**src/rtl/mips_div_pkg.sv**
```systemverilog
// Shared definitions for the MIPS DIV/DIVU sequential divider.
// Holds the FSM state encoding and the default operand width.
package mips_div_pkg;

    localparam int DEF_WIDTH = 32;

    localparam logic [1:0] IDLE  = 2'd0;
    localparam logic [1:0] RUN   = 2'd1;
    localparam logic [1:0] FIXUP = 2'd2;
    localparam logic [1:0] DONE  = 2'd3;

endpackage

```
**src/rtl/mips_divider_div_step.sv**
```systemverilog
// One restoring-division iteration: conditional subtract of the divisor.
// Purely combinational, zero latency, no flow control.
module div_step
    import mips_div_pkg::*;
#(
    parameter int WIDTH = DEF_WIDTH
) (
    input  logic [WIDTH:0]   rem_in,
    input  logic [WIDTH-1:0] divisor,
    output logic [WIDTH-1:0] rem_out,
    output logic             q_bit
);

    logic [WIDTH-1:0] diff;

    // When the subtract succeeds the difference is below the divisor, so the
    // low WIDTH bits of the partial remainder are enough to form it.
    assign q_bit   = (rem_in >= {1'b0, divisor});
    assign diff    = rem_in[WIDTH-1:0] - divisor;
    assign rem_out = q_bit ? diff : rem_in[WIDTH-1:0];

endmodule

```
**src/rtl/mips_divider.sv**
```systemverilog
// Sequential MIPS DIV/DIVU unit: restoring division, one quotient bit per cycle.
// Latency WIDTH+2 cycles from accepted start to the done pulse.
// No backpressure: start is only honoured in IDLE, otherwise dropped.
module mips_divider
    import mips_div_pkg::*;
#(
    parameter int WIDTH = DEF_WIDTH
) (
    input  logic             clk,
    input  logic             reset,
    input  logic             start,
    input  logic             is_signed,
    input  logic [WIDTH-1:0] dividend,
    input  logic [WIDTH-1:0] divisor,
    output logic             busy,
    output logic             done,
    output logic [WIDTH-1:0] quotient,
    output logic [WIDTH-1:0] remainder,
    output logic             div_by_zero
);

    localparam int CNT_W = (WIDTH > 1) ? $clog2(WIDTH) : 1;

    logic [1:0]       state;
    logic [CNT_W-1:0] count;
    logic [WIDTH-1:0] rem_reg;
    logic [WIDTH-1:0] quo_reg;
    logic [WIDTH-1:0] dvs_reg;
    logic             q_neg;
    logic             r_neg;
    logic             dbz_lat;

    logic [WIDTH-1:0] step_rem;
    logic             step_q;
    logic             dvd_neg;
    logic             dvs_neg;

    assign dvd_neg = is_signed & dividend[WIDTH-1];
    assign dvs_neg = is_signed & divisor[WIDTH-1];

    // quo_reg starts out holding the dividend magnitude; its MSB feeds the
    // partial remainder while quotient bits fill in from the bottom.
    div_step #(.WIDTH(WIDTH)) u_step (
        .rem_in  ({rem_reg, quo_reg[WIDTH-1]}),
        .divisor (dvs_reg),
        .rem_out (step_rem),
        .q_bit   (step_q)
    );

    assign busy = (state == RUN) || (state == FIXUP);
    assign done = (state == DONE);

    always_ff @(posedge clk) begin
        if (reset) begin
            state       <= IDLE;
            count       <= '0;
            rem_reg     <= '0;
            quo_reg     <= '0;
            dvs_reg     <= '0;
            q_neg       <= 1'b0;
            r_neg       <= 1'b0;
            dbz_lat     <= 1'b0;
            quotient    <= '0;
            remainder   <= '0;
            div_by_zero <= 1'b0;
        end else begin
            case (state)
                IDLE: begin
                    if (start) begin
                        rem_reg <= '0;
                        quo_reg <= dvd_neg ? -dividend : dividend;
                        dvs_reg <= dvs_neg ? -divisor : divisor;
                        q_neg   <= dvd_neg ^ dvs_neg;
                        r_neg   <= dvd_neg;
                        dbz_lat <= (divisor == '0);
                        count   <= CNT_W'(WIDTH - 1);
                        state   <= RUN;
                    end
                end
                RUN: begin
                    rem_reg <= step_rem;
                    quo_reg <= {quo_reg[WIDTH-2:0], step_q};
                    count   <= count - 1'b1;
                    if (count == '0) begin
                        state <= FIXUP;
                    end
                end
                FIXUP: begin
                    // A zero divisor yields all-ones magnitude; force it so the
                    // sign fixup cannot turn it into +1. The remainder magnitude
                    // negated back is the original dividend in every case.
                    if (dbz_lat) begin
                        quotient <= '1;
                    end else begin
                        quotient <= q_neg ? -quo_reg : quo_reg;
                    end
                    remainder   <= r_neg ? -rem_reg : rem_reg;
                    div_by_zero <= dbz_lat;
                    state       <= DONE;
                end
                default: begin
                    state <= IDLE;
                end
            endcase
        end
    end

endmodule

```
**config.mk**
```make
export PLATFORM = sky130hd
export DESIGN_NAME = mips_divider
export DESIGN_NICKNAME = d
export VERILOG_FILES = /design/src/rtl/mips_div_pkg.sv /design/src/rtl/mips_divider_div_step.sv /design/src/rtl/mips_divider.sv
export SDC_FILE = /design/constraint.sdc
export NUM_CORES = 1
export LEC_CHECK = 0
export CORE_MARGIN = 2
export CORE_UTILIZATION = 51
export DETAILED_ROUTE_END_ITERATION = 16
export PLACE_DENSITY = 0.87
export REMOVE_ABC_BUFFERS = 1
export SLEW_MARGIN = 20
export SYNTH_ARGS = -nofsm -noshare
export SYNTH_HDL_FRONTEND = slang
export SYNTH_SLANG_ARGS = --single-unit
export TNS_END_PERCENT = 5
```
**constraint.sdc**
```tcl
create_clock -name clk -period 3 [get_ports clk]
set_input_delay 0.6 -clock clk [delete_from_list [all_inputs] [get_ports clk]]
set_output_delay 0.6 -clock clk [all_outputs]
set_load 0.05 [all_outputs]
```
Word level (Yosys, flattened, before mapping)
Cells that the tools add are included.
{"block": "word_totals", "elab_cells": 49, "regBits": 171}
{"block": "op_classes", "n_eq_ne": 5, "order_cmp": 1, "bitwise_logic": 3, "add_sub_neg": 6, "mux": 15, "n_reduce_logical": 8}
{"operator": "$mux W32", "n": 8}
{"operator": "$neg A32 Y32", "n": 4}
{"operator": "$pmux W32 S2", "n": 2}
{"operator": "$ge A33 B32 Y1", "n": 1}
{"operator": "$logic_not A32 Y1", "n": 1}
{"operator": "$sub A32 B32 Y32", "n": 1}
{"operator": "$pmux W5 S2", "n": 1}
{"operator": "$pmux W2 S3", "n": 1}
{"operator": "$reduce_and A2 Y1", "n": 3}
{"operator": "$logic_not A5 Y1", "n": 1}
{"operator": "$mux W5", "n": 1}
{"operator": "$sub A5 B1 Y5 const B", "n": 1}
{"operator": "$eq A2 B2 Y1 const B", "n": 2}
{"operator": "$mux W2", "n": 2}
{"operator": "$and A1 B1 Y1", "n": 2}
{"operator": "$eq A2 B1 Y1 const B", "n": 1}
{"operator": "$logic_not A2 Y1", "n": 1}
{"operator": "$ne A2 B1 Y1 const B", "n": 1}
{"operator": "$ne A2 B2 Y1 const B", "n": 1}
{"operator": "$reduce_bool A2 Y1", "n": 1}
{"operator": "$logic_or A1 B1 Y1", "n": 1}
{"operator": "$xor A1 B1 Y1", "n": 1}

Logic depth before layout (Yosys ltp)
Gate-level depths: netlist (run 1).
{"block": "depth", "depth_word": 4, "depth_mapped": 12}

Cells and area by module
From an unflattened synthesis (run 1), not the netlist that was laid out.
{"block": "unflattened", "hier_cells": 1424, "area_unflattened_um2": 11563.6}
{"module": "mips_divider", "seq_area_each_um2": 3423.3, "cells_per_inst": 1121, "area_each_um2": 9233.9, "n_inst": 1}
{"module": "div_step", "seq_area_each_um2": 0.0, "cells_per_inst": 303, "area_each_um2": 2329.7, "n_inst": 1}

Least setup slack after synthesis (run 1)
No wires, ideal clock.
{"block": "synth_path", "kind": "input to register", "startpoint": "in divisor[8]", "endpoint": "reg dvs_reg[27]", "t_arrival_ns": 2.944, "setup_slack_ns": -0.030, "setup_time_ns": 0.086, "stages": 8, "cell_sequence": "or4_4 > or3_4 > or4_1 > buf_2 > or3_4 > o41ai_2 > xor2_1 > a211oi_1"}
{"block": "synth_via", "elab_chain_cells": 2}
{"element": "start, declared", "line": "mips_divider.sv:14", "rtl": "input logic [WIDTH-1:0] divisor,"}
{"element": "$neg A32 Y32", "line": "mips_divider.sv:72", "rtl": "dvs_reg <= dvs_neg ? -divisor : divisor;"}
{"element": "$mux W32", "line": "mips_divider.sv:72"}
{"element": "end signal, assigned", "line": "mips_divider.sv:72"}
{"element": "end, declared", "line": "mips_divider.sv:28", "rtl": "logic [WIDTH-1:0] dvs_reg;"}
Every way passes these cells.
A chain may end at the register's enable or synchronous reset.

Worst setup path in the final report (run 1)
{"block": "layout_path", "startpoint": "reg dvs_reg[2]", "endpoint": "reg quo_reg[0]"}
{"block": "layout_via", "elab_chain_cells": 2}
{"element": "$ge A33 B32 Y1", "line": "mips_divider_div_step.sv:18", "rtl": "assign q_bit = (rem_in >= {1'b0, divisor});"}
{"element": "$pmux W32 S2", "line": "mips_divider.sv:67", "rtl": "case (state)"}
{"element": "end signal, assigned", "line": "mips_divider.sv:71", "rtl": "quo_reg <= dvd_neg ? -dividend : dividend;"}
{"element": "end signal, assigned", "line": "mips_divider.sv:82", "rtl": "quo_reg <= {quo_reg[WIDTH-2:0], step_q};"}
{"element": "end, declared", "line": "mips_divider.sv:27", "rtl": "logic [WIDTH-1:0] quo_reg;"}
Every way passes these cells.

==> impl_results.md, run 1 <==
- Status: finished clean
- Yosys warnings: 0
- WL per Instance: approximately 17 um
- Post-layout util: roughly 67%
- Part of the Yosys area used for sequential elements: 32.16%
- Most frequent cells in the layout: 187 x nor2_1, 171 x dfxtp_1, 129 x clkdlybuf4s50_1
- Post-synthesis cell count: roughly 1400
- Detailed Routing Iterations Pass 1: 6
- Nets: 1649
- Worst hold path class: flip-flop to flip-flop
- Worst Hold Path Cells: 2
- Critical Path Max Stage Delay: ~400 ps
- Peak supply drop: 0.8588 mV
- Slowest cell on crit path: a2111oi_2
- Final ANT Viol Nets: 0
- RSZ-0062 raised after global routing: true
- GP Congestion: 0.9284
- Worst Tran Pin Value: 1044 ps
- Synth area leader: dfxtp_1
- Max_cap viols: 0
- Syn_area_per_cell: 7.769 um^2
- Via-to-Cell Ratio: 5.926
- Hold WS: about 460 ps
- Max_slew headroom: 30.33%
- Ant. Diodes: 0
- Largest net degree at the start of global routing: 69
- Initial Util: 52.27%
- CTS Buffer Depth: 2
- Die area: 0.02204 mm^2
- Fmax: between 300 and 400 MHz
- Synth top area share: 32.16%
- HP Start: dvs_reg[31]
- Worst Path Required: 3380 ps
- # setup viols final: 0
- CTS root buffer: clkbuf_16
- Share of layout cells above drive strength 1: 10.90%
- P&R area growth vs syn: 27.26%
- Unique masters post-synth: 62
- Crit end category: flip-flop
- # IOs: 135
- RR Startpoint: dvs_reg[2]
- Synthesis-stage register bit count: ~170
- Primary FF master, synth: dfxtp_1
- CTS tree: built
- Critical path class: flip-flop to flip-flop
- Drt total wl: around 31000 um
- Vias in the first global route: between 9000 and 10000
- Worst r2r dst: quo_reg[0]
- DR iter-0 viols: around 1000
- Post-synth EDFFs: 0
- Worst skew pair latency: 440 ps
- First-pass GRT wire length: ~49000 um
- Critical path arrival: 3260 ps
- Buffers on Ports: about 130
- Row count: 52
- PD cells: approximately 860 mW/mm^2
- DR vias: 10790
- CTS H-tree depth: 4
- Die Y: 148.5 um
- Worst setup startpoint: dvs_reg[2]
- Nature of the critical path startpoint: flip-flop
- Min cycle time layout: 2881 ps
- Cell Area, Synth: 0.01064 mm^2
- Final Skew: 8.307 ps
- Critical Path, Cell by Cell: inv_1, ha_4, a21oi_1, a2111oi_2, buf_4, nor2_1, a2111oi_2, buf_4, o21ai_4, buf_12, nor2_1, a221oi_1, nor2_1
- Crit-path max FO: 15
- Worst Hold Endpoint: dvs_reg[31]
- R2R setup slack: 120 ps
- Most common cell after layout, fill and taps aside: nor2_1
- Crit path top cell by count: nor2_1
- TritonCTS Buffers: 17
- Die Width: 148.5 um
- Final hold violation count: 0
- Leak: 5.305 nW
- DR DRC count: 0
- Top post-synthesis cells by area: dfxtp_1 32%, nor2_1 6.7%, xor2_1 6.2%
- Post-synth ARST share: 0%
- Worst r2r path cells: 13
- Core Footprint: just over 0.02 mm^2
- Worst-path clk slew: 70 ps
- Slew Viols, Final: 0
- Total Routing Usage GR: 27.11%
- Clock sink count: 171
- Tcrit/Tclk final: 96.02%
- Placed wire-length estimate: 22710 um
- Grt ovf: 0
- Initial antenna violation count: 0
## kinds of logic (layout without fill, tap and decap cells)
group / Yosys count / in the layout / synth area share, %
flip-flops: 171 / 171 / 32.16
AO/OA/AOI/OAI: 417 / 417 / 25.71
XOR/XNOR: 144 / 144 / 11.85
AND/OR/NAND/NOR: 440 / 440 / 19.03
multiplexers: 11 / 11 / 1.034
buffers and inverters: 144 / 325 / 5.090
adder cells (fa/ha/maj): 43 / 43 / 5.125
## stage by stage
step	cell area, um^2	setup WS [ps]	instances	setup TNS, ps	total power [mW]
finish	13550	119.3	1821	0	11.69
global route	13550	-43.20	1821	-43.20	12.36
CTS	13440	-7.160	1821	-14.22	11.58
detailed placement	12840	-483.9	1789	-6024	9.373
global placement	12840	-426.3	1789	-7369	9.227
floorplan	10300	-940.2	1278	-45880	7.388
## area by class of cell
cell class / instances / area (um^2)
Fill cell: 1669 / 6819
Clock inverter: 15 / 148.9
Tap cell: 270 / 337.8
Timing Repair Buffer: 241 / 2190
Multi-Input combinational cell: 1055 / 6825
Sequential cell: 171 / 3423
Inverter: 52 / 195.2
Clock buffer: 17 / 425.4
## worst max-delay path by stage
stage	end	slack [ps]	depth (start not counted)
finish	quo_reg[0]	120	13
floorplan	rem_reg[16]	-940	8
global route	quo_reg[0]	-40	10
detailed placement	dvs_reg[27]	-480	8
CTS	dvs_reg[29]	-7	8
global placement	dvs_reg[27]	-430	8
## routing by layer
| metal | global-route usage [%] | share of wire, % |
|---|---|---|
| met4 | 8.190 | 2.1 |
| met5 | 0 | 0 |
| met1 | 37.06 | 45 |
| met3 | 4.110 | 6.4 |
| met2 | 44.38 | 46 |
## critical path: cells and delay by family, from the launching register on
family | cells | cell delay, ps
adders and majority gates | 1 | 320
DFF | 1 | 330
AOI/OAI and AO/OA | 5 | 1080
buffers and inverters | 4 | 670
and+or+nand+nor | 3 | 420
## power by group
group          internal (mW)  leakage, nW  switching, mW
clock network           1.11        0.286           1.06
logic                   2.30         3.62           3.79
registers               2.91         1.40          0.521
## what timing repair did
item,4_1_cts,5_1_grt
hold buffers,0,0
buffers inserted,0,0
gates resized for setup,5,22
setup endpoints to repair,33,43
pin swaps,1,7
## cell usage after synthesis, drive strengths merged, types with 25 or more instances
cell / instances
nor2: 189
dfxtp: 171
nand2: 111
o21ai: 101
a21oi: 86
clkbuf: 86
xor2: 75
a211oi: 70
xnor2: 69
inv: 52
ha: 42
o31ai: 28
o22ai: 25
Power figures use the tool's default switching activity.
==> inputs of run 2 (changes only) <==
--- a/config.mk
+++ b/config.mk
@@ -5,6 +5,7 @@
 export SDC_FILE = /design/constraint.sdc
 export NUM_CORES = 1
 export LEC_CHECK = 0
+export CAP_MARGIN = 20
 export CORE_MARGIN = 2
 export CORE_UTILIZATION = 51
 export DETAILED_ROUTE_END_ITERATION = 16
==> results of run 2 <==
Same layout as run 1: the final DEF is identical, and so are final timing and power.
==> edit, RTL diff (settings of run 1) <==
`DEF_WIDTH`: 32 -> 64.
--- a/src/rtl/mips_div_pkg.sv
+++ b/src/rtl/mips_div_pkg.sv
@@ -2,7 +2,7 @@
 // Holds the FSM state encoding and the default operand width.
 package mips_div_pkg;
 
-    localparam int DEF_WIDTH = 32;
+    localparam int DEF_WIDTH = 64;
 
     localparam logic [1:0] IDLE  = 2'd0;
     localparam logic [1:0] RUN   = 2'd1;
Interface: changed (resized dividend, divisor, quotient and remainder); port bits go from 135 to 263. The function was not compared with the original's and may differ.
==> edit against run 1 <==
  * The flow now finishes with violations (negative setup slack)
  * Total power grew 110%
  * Final cell count grew 130%
  * Sequential cell count grew 161
  * Setup slack lost 870 ps
  * Cell area grew 130%
  * Critical path depth shrank 3
  * Synthesized area grew 110%
  * Clock power grew 140%
  * Highest routed layer is now met5
  * Hold slack lost 38 ps
  * Wire length grew to 2.8 times the old value
==> edit: results (changes against run 1) <==
- Vias: 25,550 (+140%)
- Worst-Skew Late Latency: 580 ps (+140 ps)
- Ys async rst share: 0 (unchanged)
- Worst Path Arrival: 4200 ps (+940 ps)
- Fill cells: 2,952 (+77%)
- FF-to-FF Start: rem_reg[6]
- Worst setup margin: -754.3 ps (-873.6 ps)
- Post-synth top cells: nand2_1 (338), dfxtp_1 (332), nor2_1 (321)
- Post-Place Worst Slack: -807.6 ps (-323.8 ps)
- Syn avg cell area: 7.542 µm² (-2.9%)
- Share of cells above drive strength 1: 0.2248 (+0.1158)
- TritonCTS Buffers: 40 (+23)
- Leak pwr: 12.52 nW (+140%)
- Failing checks: negative setup slack
- Crit Path Category: flop to flop
- Post-Synth XOR/XNOR Area: 0.1162 (-0.002245)
- Post-synthesis adder-cell area fraction: 0.04329 (-0.007960)
- IO Port Bufs: 262 (+96%)
- Post-synthesis cell type count: 76 (+23%)
- Total GRT Usage: 0.3606 (+0.08950)
- Routed Wire Length: 84,370 µm (+180%)
- Post-synthesis sequential area ratio: 0.3042 (-0.01743)
- Largest net degree at the start of global routing: 102 (+48%)
- Maximum vdd drop: 0.6716 mV (-22%)
- Antenna violations before repair: 4 (+4)
- Initial drt markers: 2,791 (+180%)
- Final nets: 3,778 (+130%)
- Ranking of synthesized cells by area: dfxtp_1 (30%), xnor2_1 (6.4%), nand2_1 (5.8%), nor2_1 (5.5%), o21ai_0 (5.4%)
- Yosys warns: 0 (unchanged)
- First-pass GRT wire length: 129,400 µm (+160%)
- Family with the most delay on the worst path: simple AND/OR/NAND/NOR gates
- Outcome: finished, violations left
- CTS Sinks: 332 (+94%)
- Dpl hpwl: 61,860 µm (+170%)
- CP max stage delay: 560 ps (+160 ps)
- Clock-pin slew on the worst setup and hold paths: 60 ps
- Vias in the first global route: 24,700 (+150%)
- GP Congestion: 1.017 (+9.5%)
- Fin Clk Skew: 22.94 ps (+14.63 ps)
- Post-synthesis compound-gate area fraction: 0.2571 (about the same)
- Non-filler cells, final: 4,139 (+130%)
- Mux cell area share after synthesis: 0.02044 (+0.01010)
- Clk root buf: clkbuf_16
- Worst hold start: reset
- Setup violations, final: 115 (+115)
- Crit-path slowest cell: or4_4
- Worst Hold Class: primary input to flop
- Largest fanout on the critical path: 3 (-12)
- CTS H-Tree Depth: 2 (-2)
- Top_reg_cell synth: dfxtp_1
- Final hold vios: 0 (unchanged)
- Clk buf depth: 3 (+1)
- Router iterations before antenna repair: 6 (unchanged)
- Placed standard-cell area: 28,760 µm² (+120%)
- Worst rel slew slack: 0.2857 (-0.01764)
==> edit: path summary, 6_finish.rpt <==
path                        end  slack, ps  cells past startpoint
setup / recovery  remainder[63]       -750                     10
hold / removal         count[3]        420                      2
setup reg to reg  remainder[63]       -750                     10
hold reg to reg     dvs_reg[57]        460                      2
==> edit: cell type report <==
class                           instances  area [µm²]  area share
Antenna cell                            1       2.502  0.00008065
Clock buffer                           51        1072     0.03456
Clock inverter                         19       269.0    0.008670
Inverter                              112       420.4     0.01355
Multi-Input combinational cell       2265       14940      0.4816
Sequential cell                       332        6650      0.2143
Tap cell                              539       674.4     0.02173
Timing Repair Buffer                  820        6998      0.2255
==> edit: per-layer routing <==
layer / vias up / share of wire / routed length [µm] / GRT usage
li1: 11740 / - / - / -
met1: 12050 / 0.39 / 33040 / 0.4501
met2: 1416 / 0.47 / 39500 / 0.6020
met3: 346 / 0.090 / 7561 / 0.06334
met4: 6 / 0.050 / 4232 / 0.1736
met5: - / 0.00049 / 41 / 0
==> edit: what timing repair did <==
action / 4_1_cts / 5_1_grt
pin swaps: 10 / 41
setup endpoints to repair: 157 / 187
buffers inserted: 1 / 2
resized for setup: 15 / 198
==> edit: power by group <==
group          leakage (nW)  internal [W]  switching (W)
clock network         0.656       0.00305        0.00207
logic                  9.15       0.00504        0.00813
registers              2.71       0.00557       0.000936
total                  12.5        0.0137         0.0111
==> edit: metrics by stage <==
step	TNS (ps)	power, W
final	-22590	0.02480
after global routing	-32950	0.02595
after CTS	-42460	0.02416
after detailed placement	-81180	0.01894
after global placement	-64550	0.01854
after floorplan	-764770	0.01402
